`config.mk`:
```
export PLATFORM = sky130hd
export DESIGN_NAME = tile_loader
export DESIGN_NICKNAME = d
export VERILOG_FILES = /design/src/rtl/tile_loader.sv
export SDC_FILE = /design/constraint.sdc
export NUM_CORES = 1
export LEC_CHECK = 0
export CORE_MARGIN = 2
export CORE_UTILIZATION = 46
export DETAILED_ROUTE_END_ITERATION = 10
export HOLD_SLACK_MARGIN = 0.02
export PLACE_DENSITY = 0.79
export SETUP_SLACK_MARGIN = 0.5
export SYNTH_ARGS = -nofsm -noshare
export SYNTH_HDL_FRONTEND = slang
export SYNTH_SLANG_ARGS = --single-unit
```
`constraint.sdc`:
```
create_clock -name clk -period 5.72 [get_ports clk]
set_input_delay 1.716 -clock clk [delete_from_list [all_inputs] [get_ports clk]]
set_output_delay 1.716 -clock clk [all_outputs]
set_load 0.05 [all_outputs]
```
`src/rtl/tile_loader.sv`:
```
// tile_loader: streams a row-major tile into T single-port banks, one bank per tile row.
// Optional TILE_LOADER_ZERO_PAD_EN zeroes banks rows..T-1 over the loaded columns.
module tile_loader #(
   parameter int W  = 8,
   parameter int T  = 4,
   parameter int AW = 8
) (
   input  logic              clk,
   input  logic              rst,
   input  logic              start,
   input  logic [15:0]       tile_rows,
   input  logic [15:0]       tile_cols,
   input  logic              bankset_sel,
   output logic              busy,
   output logic              done,
   input  logic              in_valid,
   input  logic [W-1:0]      in_data,
   output logic              in_ready,
   output logic [T-1:0]      b_we,
   output logic [T*AW-1:0]   b_addr,
   output logic [T*W-1:0]    b_din
);

   localparam int CW   = AW - 1;
   localparam int RW   = (T > 1) ? $clog2(T) : 1;
   localparam int NW   = $clog2(T + 1);
   localparam int CMAX = 1 << CW;

   typedef enum logic [1:0] {
      S_IDLE = 2'd0,
      S_LOAD = 2'd1,
      S_PAD  = 2'd2,
      S_DONE = 2'd3
   } state_e;

   state_e            state_q;
   logic [NW-1:0]     rows_q, rows_d;
   logic [AW-1:0]     cols_q, cols_d;
   logic              bs_q;
   logic [RW-1:0]     r_q;
   logic [CW-1:0]     c_q;
   logic              busy_q, done_q, in_ready_q;
   logic [T-1:0]      b_we_q;
   logic [T*AW-1:0]   b_addr_q;
   logic [T*W-1:0]    b_din_q;
   logic              hs, last_col, last_row;

   // Clamp requested geometry so r and c can never overflow their counters.
   always_comb begin
      rows_d = (tile_rows > 16'(T))    ? NW'(T)    : tile_rows[NW-1:0];
      cols_d = (tile_cols > 16'(CMAX)) ? AW'(CMAX) : tile_cols[AW-1:0];
   end

   assign hs       = in_ready_q && in_valid;
   assign last_col = ({1'b0, c_q} == (cols_q - AW'(1)));
   assign last_row = (NW'(r_q) == (rows_q - NW'(1)));

   always_ff @(posedge clk or posedge rst) begin
      if (rst) begin
         state_q    <= S_IDLE;
         rows_q     <= '0;
         cols_q     <= '0;
         bs_q       <= 1'b0;
         r_q        <= '0;
         c_q        <= '0;
         busy_q     <= 1'b0;
         done_q     <= 1'b0;
         in_ready_q <= 1'b0;
         b_we_q     <= '0;
         b_addr_q   <= '0;
         b_din_q    <= '0;
      end else begin
         b_we_q <= '0;
         done_q <= 1'b0;
         case (state_q)
            S_IDLE: begin
               if (start) begin
                  rows_q <= rows_d;
                  cols_q <= cols_d;
                  bs_q   <= bankset_sel;
                  r_q    <= '0;
                  c_q    <= '0;
                  busy_q <= 1'b1;
                  if ((rows_d == '0) || (cols_d == '0)) begin
                     state_q <= S_DONE;
                     done_q  <= 1'b1;
                  end else begin
                     state_q    <= S_LOAD;
                     in_ready_q <= 1'b1;
                  end
               end
            end

            S_LOAD: begin
               if (hs) begin
                  b_we_q[r_q]                <= 1'b1;
                  b_addr_q[r_q*AW +: AW]     <= {bs_q, c_q};
                  b_din_q[r_q*W +: W]        <= in_data;
                  if (last_col) begin
                     c_q <= '0;
                     if (last_row) begin
                        in_ready_q <= 1'b0;
`ifdef TILE_LOADER_ZERO_PAD_EN
                        if (rows_q < NW'(T)) begin
                           state_q <= S_PAD;
                        end else begin
                           state_q <= S_DONE;
                           done_q  <= 1'b1;
                        end
`else
                        state_q <= S_DONE;
                        done_q  <= 1'b1;
`endif
                     end else begin
                        r_q <= r_q + RW'(1);
                     end
                  end else begin
                     c_q <= c_q + CW'(1);
                  end
               end
            end

`ifdef TILE_LOADER_ZERO_PAD_EN
            // One column per cycle; every bank above the loaded rows gets a zero.
            S_PAD: begin
               for (int k = 0; k < T; k++) begin
                  if (NW'(k) >= rows_q) begin
                     b_we_q[k]            <= 1'b1;
                     b_addr_q[k*AW +: AW] <= {bs_q, c_q};
                     b_din_q[k*W +: W]    <= '0;
                  end
               end
               if (last_col) begin
                  state_q <= S_DONE;
                  done_q  <= 1'b1;
               end else begin
                  c_q <= c_q + CW'(1);
               end
            end
`endif

            S_DONE: begin
               state_q <= S_IDLE;
               busy_q  <= 1'b0;
            end

            default: begin
               state_q    <= S_IDLE;
               busy_q     <= 1'b0;
               in_ready_q <= 1'b0;
            end
         endcase
      end
   end

   assign busy     = busy_q;
   assign done     = done_q;
   assign in_ready = in_ready_q;
   assign b_we     = b_we_q;
   assign b_addr   = b_addr_q;
   assign b_din    = b_din_q;

endmodule

```
======== After elaboration in Yosys (flattened, before gate mapping) ========
Cells that the tools add are included.
storage, ports and cells
  register bits ........................... 94
  output and inout port bits .............. 71
operators by class
  reduce and logical (&&, ||, !) cells .... 14
  add/subtract/negate cells ............... 5
  $lt $le $gt $ge ......................... 4
  mux-type cells .......................... 37
  eq/ne operators ......................... 10
  bitwise gates (word level) .............. 2
  shift operators ......................... 3
operator list
  operator                                                count
  variable part select 8 x 34 -> 32 bit                   2
  bitwise mux 32 bit                                      2
  negator 5 -> 34 bit                                     1
  variable shift 8 x 34 -> 32 bit (first input constant)  1
  2-to-1 mux 7 bit                                        3
  2-to-1 mux 2 bit                                        9
  > comparator 16 x 3 -> 1 bit (second input constant)    1
  > comparator 16 x 8 -> 1 bit (second input constant)    1
  one-hot mux 7 bit (2 select lines)                      1
  2-to-1 mux 1 bit                                        12
  inequality test 2 bit (second input constant)           6
  equality test 7 x 8 -> 1 bit                            1
  zero test 8 bit                                         1
  2-to-1 mux 4 bit                                        2
  2-to-1 mux 8 bit                                        1
  one-hot mux 2 bit (2 select lines)                      2
  subtractor 8 x 1 -> 8 bit (second input constant)       1
  adder 7 x 1 -> 7 bit (second input constant)            1
  AND reduction 2 bit                                     3
  AND reduction 6 bit                                     1
  AND reduction 5 bit                                     1
  one-hot mux 1 bit (2 select lines)                      2
  AND reduction 4 bit                                     1
  equality test 2 x 3 -> 1 bit                            1
  other kinds (16)                                        18

======== Logic depth before layout (Yosys ltp) ========
Gate-level depths: netlist (run 1).
  word-level depth ........................ 7
  depth in mapped cells ................... 9

======== Worst setup path before layout (run 1) ========
OpenSTA, ideal clock, no wires.
  kind .................................... input-to-reg
  start ................................... in start
  end ..................................... reg cols_q[2]
  data required time ...................... 5.652 ns
  arrival ................................. 3.019 ns
  stages .................................. 4
  setup slack ............................. 2.632 ns
  cell sequence ........................... or3b_2 buf_2 a211oi_1 a22o_1
on the way
  word-level cells in the longest chain between the ends .. 1
RTL lines
  what                                  RTL line  text
  start, declared                       10        input logic start,
  AND reduction 2 bit (no source line)  -
  end signal, assigned                  79        cols_q <= cols_d;
  end, declared                         38        logic [AW-1:0] cols_q, cols_d;
No other way between the ends.
A chain may end at the register's enable or synchronous reset.

======== Worst setup path after layout (run 1) ========
  start ................................... in start
  end ..................................... reg cols_q[3]
Same word-level chain as after synthesis.

==> results.cfg, run 1 <==
[logic_synthesis]
yosys.area.top_type = dfrtp_1
syn_inst = 470
synth_top_flop_cell = dfrtp_1
synth.top_cell.area_share_pct = 54.8
yosys.area_share.simple_pct = 21.1
synth_fa_ha_area_share_pct = 2.63
synth_xor_area_share_pct = 3.47
synth_top_family_by_area = simple AND/OR/NAND/NOR gates
syn_avg_cell_area_um2 = 9.13
synth_mux_area_share_pct = 0.233
yosysSeqAreaShare_pct = 54.8
ys_types = 41
synth_edf_count = 0
yosys-top-cells-count = nand2_1 (152), dfrtp_1 (94), o21ai_0 (74), clkbuf_1 (24), inv_1 (15)
synthTopCellsByArea = dfrtp_1 (55%), nand2_1 (13%), o21ai_0 (8.6%)
ys_seq_elements = 94
synthesis.nets = 524
ys.warnings.count = 0
synth_compound_area_share_pct = 13.7
synth_most_common_cell = nand2_1
async_flop_share_pct = 100
syn_area_um2 = 4290

[pwr]
powerDensity_nw_per_um2 = 355
p_leak_nw = 2.39
p_total_mw = 2.03
irDropWorstVdd_v = 0.000257

[floorplan]
num_rows = 35
initial_core_util_pct = 46.9
die_w_um = 101
die-area_um2 = 10100
ios = 116
core_area_um2 = 9150
die_h_um = 101

[route]
drtPass1Iterations = 4
wl_per_cell_um = 15.5
via_per_inst = 5.42
ant_nets = 0
routed_wl_mm = 10.7
route.detailed.drc = 0
drt_first_iter_violations = 188
via_count = 3728

[clock_network]
cts_root_buf = clkbuf_8
post-cts-setup-buffers = 0
cts.hold.buffers_added = 0
insertion_delay_ns = 0.36
cts_buffers = 9
clock_sinks = 94
cts_tree = built
cts.path.max_buffers = 2
cts_resized = 0
clk_pin_slew_ns = 0.09
htreeDepth = 3

[flow_run]
drv_cap = 0

[grt]
grt_overflow = 0
grt_antenna_before_repair = 0
gr-usage-all-layers_pct = 22.3
grt_pass1_wl_mm = 17.7
grt_pass1_vias = 3610
grt_start_max_net_pins = 49

[run_status]
outcome = complete, no violations

[worst_setup_path]
endpoint_kind = flip-flop
worst_ep_arrival_time_ns = 3.72
cpPeakStageDelay_ns = 0.69
crit_type = input pin to flip-flop
start_kind = input pin
timing.critical_path.cells = clkdlybuf4s50_1, or3b_2, a211oi_1, a22o_1
cp.buffers_inverters = 1
worstPathMaxFanout = 10
slowest_stage = a211oi_1
cpLargestDelayFamily = compound AO/OA/AOI/OAI gates
crit_required_ns = 6.01

[timing]
min_period_over_period_pct = 59.9
finalClockSkew_ns = 0.0105
holdWs_ns = 0.487
setup_tns_ns = 0
drv_slew = 0
min_period_ns = 3.43
slew-limit-headroom_pct = 27.7
max_clock_freq_mhz = 292
finalHoldViolations = 0
worst_slew_pin_slew_ns = 1.08
setup_violations = 0
rsz0062_at_grt = no

[cells_and_area]
final_util_pct = 62.5
final_nets = 626
synthToLayoutAreaGrowth_pct = 33.5
nFillCells = 754
drive_above_1_share_pct = 6.41
num_antenna_cells = 0

[place]
place.gp.congestion = 0.849
port_buffers = 115
hpwl_mm = 7.76

[min_path]
hold_class = flip-flop to flip-flop
[logic make-up after synthesis]
logic type,Yosys count
XOR/XNOR,17
multiplexers,1
buffers and inverters,43
AND/OR/NAND/NOR,207
flip-flops,94
AO/OA/AOI/OAI,99
adder cells (fa/ha/maj),9
[layout make-up]
type	count	area, um^2	share of cell area [%]
sequential	94	2350	41.1
multi-input combinational	333	1770	31.0
timing repair buffer	119	1180	20.6
tap	111	139	2.43
clock buffer	9	124	2.16
clock inverter	7	96.3	1.68
inverter	15	57.6	1.01
[final timing paths]
kind / cells after the start / endpoint / slack, ns / from
setup / recovery: 4 / cols_q[3] / 2.29 / start
hold / removal: 2 / b_din[26] / 0.49 / b_din[26]
hold reg to reg: 2 / b_din[26] / 0.49 / b_din[26]
setup reg to reg: 6 / b_din[23] / 3.22 / r_q[0]
min in group asynchronous: 2 / b_addr[21] / 1.79 / rst
max in group asynchronous: 3 / c_q[3] / 2.84 / rst
[worst min-delay path: stages, from the launching register on]
cell and delay (ns):
dfrtp_1 0.35, nand2_1 0.05, o21ai_0 0.06
[metal layers]
| metal | GRT usage, % | up-vias | wire (um) |
|---|---|---|---|
| li1 | - | 1771 | - |
| met1 | 29.6 | 1780 | 4600 |
| met2 | 37.0 | 154 | 5140 |
| met3 | 3.68 | 23 | 709 |
| met4 | 8.64 | 0 | 241 |
| met5 | 0 | - | 0 |
[power breakdown]
| group | leakage, nW | switching [mW] | internal [mW] |
|---|---|---|---|
| Sequential | 1.26 | 0.108 | 0.750 |
| Clock | 0.114 | 0.237 | 0.248 |
| Combinational | 1.02 | 0.441 | 0.247 |
| Total | 2.39 | 0.786 | 1.24 |
[placed cells by master (no fill, tap or decap), types with 7 or more instances in the layout]
cell type	n
ha_1	9
clkbuf_8	9
clkdlybuf4s50_1	115
inv_1	14
nor2_1	14
nand2_1	152
dfrtp_1	94
xnor2_1	11
nand4_1	7
nor4_1	8
o21ai_0	74
[sequential cells by signal, indices dropped and copies added (netlist names)]
| register | flops |
|---|---|
| r_q | 2 |
| c_q | 7 |
| done | 1 |
| b_we | 4 |
| in_ready | 1 |
| bs_q | 1 |
| rows_q | 3 |
| cols_q | 8 |
| b_din | 32 |
| busy | 1 |
| b_addr | 32 |
| state_q | 2 |
[per-stage QoR]
step	instances	area, um^2	worst slack (ns)
after global routing	688	5720	2.08
after floorplan	470	4290	1.56
final	688	5720	2.29
after detailed placement	672	5500	1.94
after global placement	672	5500	2.03
after CTS	688	5720	2.31
No activity file was read; power rests on OpenSTA's default activity.
==> run 2: changes to the inputs <==
CORE_UTILIZATION = 44   (was 46)
clock period = 3.1 ns   (was 5.72 ns; I/O delays follow)
==> results.cfg, run 2 (same netlist as run 1, synthesis figures left out) <==
[timing]
worst_slew_pin_slew_ns = 0.615
setup_tns_ns = 0
rsz0062_at_grt = no
drv_slew = 0
min_period_over_period_pct = 81.2
holdWs_ns = 0.484
slew-limit-headroom_pct = 59.0
fin_ws_ns = 0.583
max_clock_freq_mhz = 397
min_period_ns = 2.52
finalHoldViolations = 0
setup_violations = 0
finalClockSkew_ns = 0.00690

[clock_network]
cts.hold.buffers_added = 0
clk_pin_slew_ns = 0.09
cts.path.max_buffers = 2
clock_sinks = 94
insertion_delay_ns = 0.36
cts_root_buf = clkbuf_8
cts_tree = built
cts_resized = 0
htreeDepth = 3
cts_buffers = 9
post-cts-setup-buffers = 0

[floorplan]
die_h_um = 103
die-area_um2 = 10600
die_w_um = 103
ios = 116
core_area_um2 = 9590
initial_core_util_pct = 44.7
num_rows = 36

[place]
place.gp.congestion = 0.882
placedCellCount = 702
hpwl_mm = 7.86
pre_cts_slack_ns = 0.350
dpl_cell_area_um2 = 5610
port_buffers = 115

[min_path]
whs_path_depth = 2
hold_class = flip-flop to flip-flop

[grt]
busiest_layer = met2
grt_antenna_before_repair = 0
grt_util_met2_pct = 37.1
grt_start_max_net_pins = 95
grt_pass1_wl_mm = 17.5
grtUsageMet3_pct = 3.59
use_met1_pct = 26.3
gr-usage-all-layers_pct = 21.4
grt_pass1_vias = 3695
grt_overflow = 0

[cells_and_area]
final-instance-count-excl-fill = 718
synthToLayoutAreaGrowth_pct = 35.4
drive_above_1_share_pct = 7.86
final_common_cell = nand2_1
final_cell_mix = nand2_1 (152), clkdlybuf4s50_1 (115), dfrtp_1 (94), o21ai_0 (74)
stdcell_area_um2 = 5810
num_antenna_cells = 0
final_nets = 634

[route]
via_per_inst = 5.24
drt_first_iter_violations = 171
routed_wl_mm = 10.9
route.detailed.drc = 0
drtPass1Iterations = 4
ant_nets = 0
via_count = 3763
wl_per_cell_um = 15.1

[worst_setup_path]
cp.buffers_inverters = 1
worst_ep_arrival_time_ns = 1.59
cp_num_cells = 1
worstPathMaxFanout = 4
crit_required_ns = 2.17
endpoint_kind = output port
start_kind = flip-flop
cpLargestDelayFamily = buffers and inverters
slowest_stage = clkdlybuf4s50_1
timing.critical_path.cells = clkdlybuf4s50_1
r2r_cells = 6
cpPeakStageDelay_ns = 0.82
crit_type = flip-flop to output port

[flow_run]
drv_cap = 0

[pwr]
pwr-share-comb_pct = 35.7
powerDensity_nw_per_um2 = 635
irDropWorstVdd_v = 0.000433
p_sw_mw = 1.46
switching_share_pct = 39.7
p_leak_nw = 2.42
power.share.sequential_pct = 43.0
clockPowerShare_pct = 21.3
p_int_mw = 2.22

[run_status]
outcome = complete, no violations
==> run 2: cell count changes in the layout (fill, tap and decap cells not counted), sizes merged <==
cell      before  now
bufinv         2    0
clkinv         5    3
inv           15   14
buf            4   12
clkinvlp       0    2
clkbuf         9   12
==> run 2: metrics by stage <==
step,utilization (%),power (mW)
after floorplan,-,2.44
after global placement,58.5,2.87
after detailed placement,58.5,2.91
after CTS,60.5,3.70
after global routing,60.5,3.87
final,60.5,3.69
==> run 2: power groups by stage <==
stage	Sequential (mW)	Clock (mW)	Combinational, mW
after global routing	1.61	0.849	1.42
after CTS	1.58	0.793	1.32
after floorplan	1.84	0	0.600
final	1.59	0.786	1.32
after global placement	1.60	0	1.27
after detailed placement	1.60	0	1.31
==> run 2: final cells by class <==
type / instances / area (um^2)
Clock buffer: 12 / 165
Clock inverter: 4 / 30.0
Fill cell: 841 / 3790
Inverter: 15 / 60.1
Multi-Input combinational cell: 333 / 1780
Sequential cell: 94 / 2350
Tap cell: 133 / 166
Timing Repair Buffer: 127 / 1250
==> run 2: worst paths after layout <==
check | slack, ns | start | endpoint
worst min-delay path | 0.48 | b_din[22] | b_din[22]
max in group asynchronous | 1.67 | rst | cols_q[3]
worst max register to register | 0.83 | r_q[0] | b_addr[3]
min in group asynchronous | 1.07 | rst | b_we[2]
worst min register to register | 0.48 | b_din[22] | b_din[22]
worst max-delay path | 0.58 | in_ready | in_ready
==> run 2: routing by layer <==
layer  share of wire (%)  vias to the layer above
li1                    -                     1791
met1                  42                     1785
met2                  49                      156
met3                 6.5                       31
met4                 2.4                        0
met5                   0                        -
==> run 3: changes to the inputs <==
clock period = 2.22 ns   (was 3.1 ns; I/O delays follow)
==> results.cfg, run 3 (same netlist as run 1, synthesis figures left out) <==
[route]
drt_first_iter_violations = 151
routed_wl_mm = 11.7
wl_per_cell_um = 15.7
met3_length_um = 858
via_per_inst = 5.22
drtPass1Iterations = 4
ant_nets = 0
wl_met1_mm = 4.80
via_count = 3871
route.detailed.drc = 0
wl_met2_mm = 5.77
top_layer = met4

[place]
place.gp.congestion = 0.840
port_buffers = 115
pre_cts_slack_ns = -0.0751
dpl_cell_area_um2 = 5790
hpwl_mm = 7.90

[grt]
grt_overflow = 0
gr-usage-all-layers_pct = 21.4
grt_pass1_vias = 3678
grt_start_max_net_pins = 95
grt_antenna_before_repair = 0
grt_pass1_wl_mm = 17.6

[floorplan]
die_h_um = 103
initial_core_util_pct = 44.7
die-area_um2 = 10600
num_rows = 36
die_w_um = 103
ios = 116
core_area_um2 = 9590

[pwr]
pwr-share-comb_pct = 39.5
clockPowerShare_pct = 19.7
power.share.sequential_pct = 40.9
p_int_mw = 3.15
p_leak_nw = 2.78
irDropWorstVdd_v = 0.000676
p_sw_mw = 2.16
switching_share_pct = 40.7
powerDensity_nw_per_um2 = 883

[clock_network]
cts_root_buf = clkbuf_8
insertion_delay_ns = 0.36
cts_buffers = 9
cts.path.max_buffers = 2
clk_pin_slew_ns = 0.10
cts_tree = built
clock_sinks = 94
htreeDepth = 3

[worst_setup_path]
start_kind = flip-flop
cpLargestDelayFamily = compound AO/OA/AOI/OAI gates
cpPeakStageDelay_ns = 0.50
endpoint_kind = flip-flop
cp.buffers_inverters = 0
crit_required_ns = 2.49
worst_ep_arrival_time_ns = 2.16
timing.critical_path.cells = xor2_4, and4_1, o31ai_2, a2bb2oi_2, and2_4, a211oi_2
crit_type = flip-flop to flip-flop
worstPathMaxFanout = 8
slowest_stage = dfrtp_1

[timing]
slew-limit-headroom_pct = 65.9
min_period_over_period_pct = 85.1
fin_ws_ns = 0.331
rsz0062_at_grt = yes
setup_violations = 0
finalHoldViolations = 0
min_period_ns = 1.89
finalClockSkew_ns = 0.0161
worst_slew_pin_slew_ns = 0.512
max_clock_freq_mhz = 529
drv_slew = 0

[cells_and_area]
synthToLayoutAreaGrowth_pct = 40.2
num_antenna_cells = 0
final_cell_mix = nand2_1 (147), dfrtp_1 (88), o21ai_0 (69), buf_2 (50), buf_4 (39)
final_nets = 658
stdcell_area_um2 = 6010
drive_above_1_share_pct = 28.9
final_common_cell = nand2_1

[min_path]
hold_class = flip-flop to flip-flop

[flow_run]
drv_cap = 0

[run_status]
outcome = complete, no violations
## run 3: cell types whose count changed in the layout (fill, tap and decap cells not counted), sizes merged, moves of 2 or more
cell / change
buf: +89
clkinv: -2
inv: +2
clkdlybuf4s15: +6
clkdlybuf4s50: -88
dlygate4sd2: +8
dlymetal6s2s: +3
clkbuf: +5
## run 3: final timing paths
check,cells past startpoint,slack (ns),endpoint,start
min in group asynchronous,3,0.77,b_we[2],rst
hold / removal,2,0.48,b_addr[1],b_addr[1]
max in group asynchronous,3,1.04,r_q[1],rst
setup reg to reg,6,0.33,c_q[3],cols_q[6]
hold reg to reg,2,0.48,b_addr[1],b_addr[1]
setup / recovery,6,0.33,c_q[3],cols_q[6]
## run 3: stage by stage
stage               std cells  hold WS (ns)  power [mW]  utilization [%]  setup TNS, ns
floorplan                 470         0.466        3.47                -              0
global placement          714         0.461        4.14             60.4         -0.486
detailed placement        714         0.470        4.19             60.4         -0.586
CTS                       736         0.485        5.17             60.6              0
global route              742         0.508        5.59             62.7              0
finish                    742         0.482        5.31             62.7              0
## run 3: worst register-to-register path: cells and delay by family, from the launching register on
family | cells | cell delay [ns]
flip-flops | 1 | 0.50
XOR/XNOR | 1 | 0.21
AND/OR/NAND/NOR | 2 | 0.44
AO/OA/AOI/OAI | 3 | 0.63
## run 3: area by class of cell
type | instances | area, um^2
fill | 801 | 3580
inverter | 15 | 62.6
sequential | 94 | 2360
tap | 133 | 166
multi-input combinational | 334 | 2000
timing repair buffer | 150 | 1250
clock buffer | 12 | 145
clock inverter | 4 | 30.0
## run 3: power groups by stage
stage / logic, mW / clock network, mW / registers [mW]
6_report: 2.09 / 1.05 / 2.17
3_3_place_gp: 1.94 / 0 / 2.20
4_1_cts: 1.96 / 1.05 / 2.16
3_5_place_dp: 1.99 / 0 / 2.20
2_1_floorplan: 0.893 / 0 / 2.57
5_1_grt: 2.26 / 1.13 / 2.20
## run 3: timing repair
item	in CTS	in global routing
pin swaps	15	17
resized for setup	289	40
cloned	1	4
setup endpoints to repair	136	87
setup buffers	5	2
hold buffers	0	0
## run 3: metal layers
metal	GRT usage, %	vias up
met2	35.0	163
met3	3.53	24
met1	28.4	1849
met4	9.01	0
li1	-	1835
met5	0	-
